**src/rtl/psum_pkg.sv**
```systemverilog
// Shared types, widths and lane arithmetic for the partial-sum write-back stage.
package psum_pkg;

  localparam int unsigned DEPTH  = 2048;
  localparam int unsigned LANES  = 8;
  localparam int unsigned LANE_W = 16;
  localparam int unsigned ROW_W  = LANES * LANE_W;
  localparam int unsigned ADDR_W = $clog2(DEPTH);
  localparam int unsigned CNT_W  = ADDR_W + 1;

  localparam logic signed [LANE_W-1:0] SAT_MAX = 16'sh7FFF;
  localparam logic signed [LANE_W-1:0] SAT_MIN = 16'sh8000;

  typedef enum logic [2:0] {
    IDLE,
    OVR,
    RD,
    WR,
    DONE
  } state_t;

  // Signed lane add clamped to the 16-bit range; overflow shows as disagreeing top bits.
  function automatic logic [LANE_W-1:0] sat_add(input logic [LANE_W-1:0] x,
                                                input logic [LANE_W-1:0] y);
    logic [LANE_W:0] s;
    s = {x[LANE_W-1], x} + {y[LANE_W-1], y};
    if (s[LANE_W] != s[LANE_W-1]) begin
      sat_add = s[LANE_W] ? SAT_MIN : SAT_MAX;
    end else begin
      sat_add = s[LANE_W-1:0];
    end
  endfunction

endpackage

```
**src/rtl/lane_sat_add_relu.sv**
```systemverilog
// Lane-wise saturating add (or pass-through of b) followed by optional ReLU.
module lane_sat_add_relu
  import psum_pkg::*;
(
  input  logic [ROW_W-1:0] a,
  input  logic [ROW_W-1:0] b,
  input  logic             add_en,
  input  logic             relu_en,
  output logic [ROW_W-1:0] y
);

  for (genvar g = 0; g < LANES; g++) begin : g_lane
    logic [LANE_W-1:0] la;
    logic [LANE_W-1:0] lb;
    logic [LANE_W-1:0] sum;

    assign la  = a[g*LANE_W +: LANE_W];
    assign lb  = b[g*LANE_W +: LANE_W];
    assign sum = add_en ? sat_add(la, lb) : lb;
    assign y[g*LANE_W +: LANE_W] = (relu_en && sum[LANE_W-1]) ? '0 : sum;
  end

endmodule

```
**src/rtl/psum_accum_writer.sv**
```systemverilog
// Write-back of partial-sum rows into the output SRAM, overwriting or accumulating
// via read-modify-write, with optional ReLU; SRAM pins are decoded from state.
module psum_accum_writer
  import psum_pkg::*;
(
  input  logic              CLK,
  input  logic              RESET,
  input  logic              start,
  input  logic [ADDR_W-1:0] base_addr,
  input  logic [CNT_W-1:0]  num_rows,
  input  logic              acc_en,
  input  logic              relu_en,
  input  logic              in_valid,
  input  logic [ROW_W-1:0]  in_data,
  output logic              in_ready,
  output logic              sram_cen,
  output logic              sram_wen,
  output logic [ADDR_W-1:0] sram_a,
  output logic [ROW_W-1:0]  sram_d,
  input  logic [ROW_W-1:0]  sram_q,
  output logic              busy,
  output logic              done
);

  state_t            state, state_nx;
  logic [ADDR_W-1:0] addr, addr_nx;
  logic [CNT_W-1:0]  rows_left, rows_left_nx;
  logic [ROW_W-1:0]  hold_reg, hold_nx;
  logic              relu_mode, relu_nx;

  logic              add_en;
  logic [ROW_W-1:0]  b_row;
  logic [ROW_W-1:0]  row_out;

  // Only the WR state accumulates; OVR passes the incoming row straight through.
  assign add_en = (state == WR);
  assign b_row  = add_en ? hold_reg : in_data;

  lane_sat_add_relu u_lane (
    .a      (sram_q),
    .b      (b_row),
    .add_en (add_en),
    .relu_en(relu_mode),
    .y      (row_out)
  );

  assign busy = (state != IDLE);
  assign done = (state == DONE);

  always_ff @(posedge CLK or posedge RESET) begin
    if (RESET) begin
      state     <= IDLE;
      addr      <= '0;
      rows_left <= '0;
      hold_reg  <= '0;
      relu_mode <= 1'b0;
    end else begin
      state     <= state_nx;
      addr      <= addr_nx;
      rows_left <= rows_left_nx;
      hold_reg  <= hold_nx;
      relu_mode <= relu_nx;
    end
  end

  always_comb begin
    state_nx     = state;
    addr_nx      = addr;
    rows_left_nx = rows_left;
    hold_nx      = hold_reg;
    relu_nx      = relu_mode;
    in_ready     = 1'b0;
    sram_cen     = 1'b1;
    sram_wen     = 1'b1;
    sram_a       = '0;
    sram_d       = '0;

    case (state)
      IDLE: begin
        if (start) begin
          addr_nx      = base_addr;
          rows_left_nx = num_rows;
          relu_nx      = relu_en;
          if (num_rows == '0) begin
            state_nx = DONE;
          end else if (acc_en) begin
            state_nx = RD;
          end else begin
            state_nx = OVR;
          end
        end
      end

      OVR: begin
        in_ready = 1'b1;
        if (in_valid) begin
          sram_cen     = 1'b0;
          sram_wen     = 1'b0;
          sram_a       = addr;
          sram_d       = row_out;
          addr_nx      = addr + ADDR_W'(1);
          rows_left_nx = rows_left - CNT_W'(1);
          if (rows_left == CNT_W'(1)) begin
            state_nx = DONE;
          end
        end
      end

      RD: begin
        in_ready = 1'b1;
        if (in_valid) begin
          hold_nx  = in_data;
          sram_cen = 1'b0;
          sram_a   = addr;
          state_nx = WR;
        end
      end

      // sram_q holds the word read on the previous edge.
      WR: begin
        sram_cen     = 1'b0;
        sram_wen     = 1'b0;
        sram_a       = addr;
        sram_d       = row_out;
        addr_nx      = addr + ADDR_W'(1);
        rows_left_nx = rows_left - CNT_W'(1);
        state_nx     = (rows_left == CNT_W'(1)) ? DONE : RD;
      end

      DONE: begin
        state_nx = IDLE;
      end

      default: begin
        state_nx = IDLE;
      end
    endcase
  end

endmodule
```
**config.mk**
```make
export PLATFORM = sky130hd
export DESIGN_NAME = psum_accum_writer
export DESIGN_NICKNAME = d
export VERILOG_FILES = /design/src/rtl/psum_pkg.sv /design/src/rtl/lane_sat_add_relu.sv /design/src/rtl/psum_accum_writer.sv
export SDC_FILE = /design/constraint.sdc
export NUM_CORES = 1
export LEC_CHECK = 0
export ABC_AREA = 1
export BUFFER_PORTS_ARGS = -buffer_cell sky130_fd_sc_hd__buf_2
export CORE_MARGIN = 2
export CORE_UTILIZATION = 52
export DETAILED_ROUTE_END_ITERATION = 8
export PLACE_DENSITY_LB_ADDON = 0.1
export SYNTH_ARGS = -nofsm -noshare
export SYNTH_HDL_FRONTEND = slang
export SYNTH_HIERARCHICAL = 1
export SYNTH_SLANG_ARGS = --single-unit
```
**constraint.sdc**
```tcl
create_clock -name CLK -period 4.7 [get_ports CLK]
set_clock_uncertainty 0.15 [all_clocks]
set_input_delay 0.47 -clock CLK [delete_from_list [all_inputs] [get_ports CLK]]
set_output_delay 0.47 -clock CLK [all_outputs]
set_load 0.05 [all_outputs]
```
==> impl_summary.txt, run 1 <==
----------------------------------------------------
[Status]
  Status ... completed

[Worst setup path]
  Worst reg2reg path endpoint ... addr[5]
  Worst reg2reg setup slack ... about 2500 ps
  Largest fanout of any net on the critical path ... 11
  Critical setup path kind ... reg2out
  Cell family contributing the most delay on the critical path ... simple AND/OR/NAND/NOR gates
  Crit path buffers/inverters ... 6
  Startpoint types ... flop
  Origin of the critical flop-to-flop path ... state[0]
  Worst endpoint required time ... roughly 4100 ps
  Slowest cell on crit path ... sky130_fd_sc_hd__dfrtp_1
  Endpoint arrival time on the critical path ... just under 4000 ps
  R2R cell count ... 8
  Worst path cell trace ... inv_2 -> nor2_4 -> inv_4 -> nor2_8 -> buf_6 -> clkbuf_16 -> bufbuf_16 -> nand2_1 -> o21ai_2 -> ha_1 -> or2_4 -> nand3_2 -> nand2_2 -> nand2_2 -> nand2_2 -> nand2_4 -> nand3_4 -> nand3_4 -> nand3_2 -> nor2_2 -> nand2_1 -> nor2_2 -> buf_6
  Delay of the slowest cell on the worst path ... roughly 390 ps
  Library cell appearing most often on the critical path ... sky130_fd_sc_hd__nand2_2
  Critical path endpoint category ... output port

[Placed design]
  Cell count after placement ... 4370
  Half-perimeter wire length of the detailed placement result ... around 50 mm
  PortBufs ... around 430
  Gpl congestion ... around 0.97
  Cell area after placement ... about 23000 µm²

[Power and ir drop]
  Maximum resistive drop on vdd ... 0.483 mV
  Combinational power share ... about three quarters
  Leakage power of the design ... about 0.015 µW
  Share of power burned in registers ... between 10% and 20%
  Power share of the clock group ... under 10%
  Net switching power figure ... between 8000 and 9000 µW
  Power density over the cells ... ~610 nW/µm²
  Switching Fraction ... between 50% and 60%
  Cell internal pwr ... between 7000 and 8000 µW

[Drt]
  Detailed-routed wire length on met3 ... about 4.7 mm
  Number of detailed-routing iterations run before antenna repair ... 6
  Routed len/inst ... around 15 µm
  Number of vias per cell ... between 5 and 6
  Number of remaining DRC errors ... 0
  Met1 routed wirelength after detailed routing ... roughly 30 mm
  Highest routed metal layer ... met5
  Met2 routed WL ... around 32 mm
  Routed wire length ... between 60 and 70 mm
  ANT nets after route ... 0
  Vias after detailed routing ... roughly 23000
  1st-iter DRT viols ... between 1500 and 2000

[Clock tree]
  Clock tree from TritonCTS ... done
  Level count of the clock H-tree ... 4
  Clock latency reported for the late side of the worst-skew pair ... between 400 and 500 ps
  CTS Sinks ... around 160
  Max Root-Sink Buffers ... 2
  Root Driver ... sky130_fd_sc_hd__clkbuf_16
  TritonCTS Buffers ... 17
  Clock-pin slew reported for the worst setup and hold paths after clock tree synthesis ... about 70 ps

[Floorplanning]
  I/O pin count ... approximately 430
  Die span in x ... about 200 µm
  Core Region ... just under 40000 µm²
  Die area ... between 40000 and 50000 µm²
  Initial Util ... a little over half
  Die height ... approximately 200 µm
  Count of standard-cell rows ... 72

[STA]
  Post-layout min period ... around 4600 ps
  RSZ-0062 raised after global routing ... true
  Number of hold violations in the final report ... 0
  Endpoints failing setup ... 0
  Worst slew margin relative to its limit ... about a quarter
  Slew at the pin closest to its max-slew limit ... ~1100 ps
  Part of the cycle the worst path needs ... ~100%
  Fmax achieved ... around 0.22 GHz
  Final Max Tran Viols ... 0

[Job]
  Max Cap Viol ... 0

[Logic synthesis]
  Count of cell types in the netlist ... 41
  Number of standard cells after synthesis ... approximately 3500
  Biggest area contributors in the synthesized netlist ... sky130_fd_sc_hd__nand2_1 22%, sky130_fd_sc_hd__dfrtp_1 19%, sky130_fd_sc_hd__nor2_1 8.4%, sky130_fd_sc_hd__inv_1 8.1%, sky130_fd_sc_hd__ha_1 8.1%
  Primary flip-flop cell chosen by synthesis mapping ... sky130_fd_sc_hd__dfrtp_1
  Post-Synthesis Mean Instance Area ... approximately 5.8 µm²
  Most repeated cell in the gate-level netlist after synthesis ... sky130_fd_sc_hd__nand2_1
  Commonest cells post-synth ... 1206 x sky130_fd_sc_hd__nand2_1, 455 x sky130_fd_sc_hd__nor2_1, 437 x sky130_fd_sc_hd__inv_1, 239 x sky130_fd_sc_hd__o21ai_1, 199 x sky130_fd_sc_hd__nand3_1
  Mapped Area ... slightly above 20000 µm²
  Number of enable-type register cells in the synthesized netlist ... 0
  Share of the synthesized area in the top cell type ... between 20% and 30%
  Number of warning messages in the yosys log ... 6
  Portion of the post-synthesis area used by sequential elements ... approximately a fifth
  Post-synthesis sequential element count ... around 160
  Share of flip-flops with an asynchronous set or reset after synthesis ... 100%
  Post-Synthesis Net Count ... between 3000 and 4000
  Dominant cell type by area after synthesis ... sky130_fd_sc_hd__nand2_1

[Hold path]
  Hold-critical path endpoint ... relu_mode
  Min-delay worst type ... in2reg
  Cells on Worst Hold Path ... 2
  Launch point of the worst hold path ... relu_en

[GRT]
  Remaining global-route overflow ... 0
  Initial antenna violation count ... 16
  Number of global-route vias before repair ... about 21000
  Largest net degree at the start of global routing ... between 100 and 150
  Total global routing track utilization ... about a third
  Wire length of the first global-routing pass ... roughly 100 mm

[Layout]
  Final Non-Filler Cells ... ~4500
  Layout Cell Area excl Fill ... around 26000 µm²
  Relative area change from synthesis to final layout ... 29.4%
  Fraction of final layout cells with drive strength greater than 1 ... 27.2%
  Flip-flop count of the largest register, all copies and words added ... between 100 and 150
  Fin nets ... roughly 4400

----------------------------------------------------
==> logic make-up after synthesis <==
logic type,synth area share (%)
flip-flops,19.1
AO/OA/AOI/OAI,10.6
multiplexers,0.0555
adder cells (fa/ha/maj),8.87
AND/OR/NAND/NOR,46.5
XOR/XNOR,3.11
buffers and inverters,11.7
==> worst register-to-register path: stages, from the launching register on <==
cell,delay (ps)
sky130_fd_sc_hd__dfrtp_1,410
sky130_fd_sc_hd__inv_2,90
sky130_fd_sc_hd__nor2_4,50
sky130_fd_sc_hd__buf_4,250
sky130_fd_sc_hd__nand2_1,170
sky130_fd_sc_hd__nand4_2,590
sky130_fd_sc_hd__nor2_1,280
sky130_fd_sc_hd__o21ai_0,120
sky130_fd_sc_hd__nand2_1,70
==> worst max-delay path by stage <==
| stage | start | endpoint | cells after the start |
|---|---|---|---|
| 6_report | state[0] | sram_d[52] | 23 |
| 3_3_place_gp | state[2] | sram_d[124] | 20 |
| 3_5_place_dp | state[2] | sram_d[124] | 20 |
| 2_1_floorplan | state[2] | sram_d[117] | 22 |
| 4_1_cts | state[2] | sram_d[74] | 22 |
| 5_1_grt | state[0] | sram_d[26] | 24 |
==> cell usage in the layout, fill, tap and decap left out, types with 18 or more instances in the layout <==
cell type	n
sky130_fd_sc_hd__o21ai_0	41
sky130_fd_sc_hd__o21ai_1	199
sky130_fd_sc_hd__nand3_4	18
sky130_fd_sc_hd__buf_4	108
sky130_fd_sc_hd__or2_2	130
sky130_fd_sc_hd__inv_1	433
sky130_fd_sc_hd__a21oi_1	65
sky130_fd_sc_hd__clkbuf_16	26
sky130_fd_sc_hd__nand3_1	188
sky130_fd_sc_hd__nand2_2	92
sky130_fd_sc_hd__o21ai_2	41
sky130_fd_sc_hd__nor2_2	61
sky130_fd_sc_hd__nand2_1	1144
sky130_fd_sc_hd__buf_2	320
sky130_fd_sc_hd__xor2_1	18
sky130_fd_sc_hd__nand2_4	27
sky130_fd_sc_hd__buf_6	64
sky130_fd_sc_hd__nand3b_1	32
sky130_fd_sc_hd__dfrtp_1	154
sky130_fd_sc_hd__ha_1	105
sky130_fd_sc_hd__xnor2_1	54
sky130_fd_sc_hd__a21oi_2	34
sky130_fd_sc_hd__nand3_2	22
sky130_fd_sc_hd__nor2_1	389
==> metal layers <==
metal | GRT usage, % | vias to the layer above
met2 | 52.8 | 870
met1 | 41.2 | 10500
li1 | - | 11900
met4 | 11.2 | 20
met5 | 0 | -
met3 | 5.70 | 176
==> per-stage QoR <==
step	TNS (ps)	total power, µW	hold slack (ps)	worst slack [ps]	util, %
after floorplan	0	10400	303	605	-
after global placement	0	12500	321	237	59.2
after detailed placement	0	12600	327	215	59.2
after CTS	-13.1	14500	62.5	-13.1	62.2
after global routing	-2320	17300	69.9	-87.4	68.1
final	0	15900	87.1	112	68.1
==> timing repair <==
action | in CTS | in global routing
cloned | 9 | 14
endpoints found under the setup margin | 80 | 127
setup buffers | 8 | 63
pin swaps | 6 | 119
resized for setup | 75 | 465
endpoints found under the hold margin | 4 | 0
hold buffers | 1 | 0
==> power by group through the flow <==
stage / clock network (µW) / registers (µW) / logic, µW
3_5_place_dp: 0 / 2400 / 10200
3_3_place_gp: 0 / 2400 / 10100
6_report: 1450 / 2410 / 12100
4_1_cts: 1480 / 2390 / 10600
5_1_grt: 1530 / 2500 / 13200
2_1_floorplan: 0 / 2260 / 8130
==> final cells by class <==
cell class / count / area [µm²]
Antenna cell: 5 / 12.5
Clock buffer: 18 / 439
Clock inverter: 14 / 156
Fill cell: 3647 / 12300
Inverter: 446 / 1680
Multi-Input combinational cell: 2798 / 15200
Sequential cell: 155 / 3880
Tap cell: 518 / 648
Timing Repair Buffer: 547 / 4190
No activity file was read; power rests on OpenSTA's default activity.
==> run 2: changes to the inputs <==
Settings changed: CTS_BUF_LIST from default to sky130_fd_sc_hd__clkbuf_2.
==> run 2 against run 1 <==
The run now ends with negative setup slack left. Die area is the same. Non-clock buffer count rose by 272. Maximum frequency shrank 14%. Flip-flop and latch count did not move. Final cell count rose by 6.3%. Clock-buffer cell count shrank 1. Combinational power rose by 18%. Critical path type unchanged. Largest cell class unchanged. Largest power group unchanged.
==> impl_summary.txt, run 2 (synthesis results as in run 1) <==
----------------------------------------------------
[Floorplanning]
  Die span in x ... between 200 and 250 µm
  Count of standard-cell rows ... roughly 70
  Initial Util ... about 53%
  Core Region ... between 30000 and 40000 µm²
  Die area ... around 41000 µm²
  Die height ... a little over 200 µm
  I/O pin count ... 429

[Power and ir drop]
  Leakage power of the design ... ~0.016 µW
  Total power of the final layout ... about 18000 µW
  Maximum resistive drop on vdd ... roughly 0.54 mV
  Power density over the cells ... around 580 nW/µm²

[Worst setup path]
  Endpoint arrival time on the critical path ... roughly 4700 ps
  Critical path endpoint category ... output port
  Largest fanout of any net on the critical path ... 8
  Startpoint types ... flop
  Critical setup path kind ... reg2out
  Worst endpoint required time ... slightly above 4000 ps

[GRT]
  Number of global-route vias before repair ... 24000
  Initial antenna violation count ... 19
  Largest net degree at the start of global routing ... around 120
  Wire length of the first global-routing pass ... 118 mm
  Total global routing track utilization ... between 30% and 40%
  Remaining global-route overflow ... 0

[STA]
  Final critical-path setup slack ... -622 ps
  Worst slew margin relative to its limit ... between 10% and 20%
  Number of hold violations in the final report ... 0
  RSZ-0062 raised after global routing ... true
  Total Negative Setup Slacks ... -37740 ps
  Post-layout min period ... between 5000 and 6000 ps
  Endpoints failing setup ... approximately 130
  Part of the cycle the worst path needs ... 113%
  Final Max Tran Viols ... 0
  Slew at the pin closest to its max-slew limit ... between 1000 and 1500 ps
  Fmax achieved ... 0.188 GHz

[Clock tree]
  Clock tree from TritonCTS ... done
  Level count of the clock H-tree ... 4
  Clock latency reported for the late side of the worst-skew pair ... between 900 and 1000 ps
  Root Driver ... sky130_fd_sc_hd__clkbuf_2
  TritonCTS Buffers ... 17
  Clock-pin slew reported for the worst setup and hold paths after clock tree synthesis ... between 300 and 400 ps
  Max Root-Sink Buffers ... 2
  CTS Sinks ... roughly 160

[Placed design]
  Gpl congestion ... 0.968
  Cell count after placement ... 4370
  PortBufs ... approximately 430
  Half-perimeter wire length of the detailed placement result ... ~50 mm

[Drt]
  Number of detailed-routing iterations run before antenna repair ... 6
  1st-iter DRT viols ... around 2200
  Routed len/inst ... around 17 µm
  Number of vias per cell ... about 5.5
  Vias after detailed routing ... ~26000
  Routed wire length ... 83.2 mm
  ANT nets after route ... 0
  Number of remaining DRC errors ... 0

[Layout]
  Commonest cells after routing, fill and taps aside ... 1076 x sky130_fd_sc_hd__nand2_1, 427 x sky130_fd_sc_hd__inv_1, 326 x sky130_fd_sc_hd__nor2_1
  Area of combinational cells with multiple inputs ... between 15000 and 20000 µm²
  Most frequent standard cell in the layout excluding fill and tap cells ... sky130_fd_sc_hd__nand2_1
  Final Non-Filler Cells ... ~4800
  Fin util ... between 70% and 80%
  Fin nets ... between 4000 and 5000
  Flip-flop count of the largest register, all copies and words added ... 128
  Fill cell count ... approximately 2700
  Register cell area after layout ... just under 4000 µm²
  Relative area change from synthesis to final layout ... 50.6%
  Fraction of final layout cells with drive strength greater than 1 ... between 30% and 40%

[Status]
  Failing checks ... negative setup slack
  Status ... finished, violations left

[Job]
  Max Cap Viol ... 0

[Hold path]
  Min-delay worst type ... in2reg

----------------------------------------------------
## run 2: routing by layer
layer | global-route usage [%] | up-vias | part of all wire (%)
li1 | - | 12400 | -
met1 | 43.7 | 12000 | 39
met2 | 60.2 | 1479 | 47
met3 | 5.85 | 416 | 8.0
met4 | 19.4 | 10 | 6.3
met5 | 0 | - | 0.081
## run 2: repair_timing
action,CTS,global route
hold buffers,182,0
hold endpoints to repair,310,0
gates resized for setup,480,474
gates cloned,22,9
setup endpoints to repair,128,128
pin swaps,150,219
buffers inserted,90,67
## run 2: final timing paths
kind                                    from  depth (start not counted)            end  slack [ps]
worst max-delay path                state[2]                         23     sram_d[51]        -620
worst min-delay path            in_data[103]                          4  hold_reg[103]         130
worst max register to register      state[1]                         11       state[0]        1570
worst min register to register  hold_reg[41]                          2   hold_reg[41]         380
max in group asynchronous              RESET                          5   hold_reg[39]        3290
min in group asynchronous              RESET                          5  hold_reg[116]         560
## run 2: power breakdown
part           internal [µW]  total (µW)  switching (µW)
Clock                    216         860             644
Sequential              1950        2420             470
Combinational           5520       14300            8780
## run 2: area by class of cell
type                       count  share of cell area [%]
antenna                       16                   0.131
sequential                   155                    12.7
timing repair buffer         819                    23.5
inverter                     446                    5.50
multi-input combinational   2798                    55.3
clock buffer                  17                   0.278
tap                          518                    2.12
clock inverter                15                   0.524
## run 2: through the flow
step           hold slack (ps)  worst slack (ps)  cell area, µm²
6_report                   127              -622           30600
2_1_floorplan              303               605           20300
3_3_place_gp               321               237           22800
3_5_place_dp               327               215           22800
5_1_grt                   77.0              -810           30500
4_1_cts                   62.8              -372           27800
## run 2: critical path, stage by stage (launching register included)
cell,delay (ps)
sky130_fd_sc_hd__dfrtp_1,510
sky130_fd_sc_hd__nor2_4,160
sky130_fd_sc_hd__inv_4,60
sky130_fd_sc_hd__nor2_8,130
sky130_fd_sc_hd__buf_12,190
sky130_fd_sc_hd__buf_12,180
sky130_fd_sc_hd__buf_16,140
sky130_fd_sc_hd__nand2_1,90
sky130_fd_sc_hd__o21ai_2,130
sky130_fd_sc_hd__ha_2,370
sky130_fd_sc_hd__nand2_1,130
sky130_fd_sc_hd__nand2_1,150
sky130_fd_sc_hd__a21oi_2,150
sky130_fd_sc_hd__nand2_2,80
sky130_fd_sc_hd__nand2_2,100
sky130_fd_sc_hd__nand3_2,100
sky130_fd_sc_hd__nand2_4,130
sky130_fd_sc_hd__nand2_8,90
sky130_fd_sc_hd__nand2_8,100
sky130_fd_sc_hd__nor2_1,60
sky130_fd_sc_hd__nor2_1,210
sky130_fd_sc_hd__nand2_1,110
sky130_fd_sc_hd__nor2_1,180
sky130_fd_sc_hd__buf_6,190
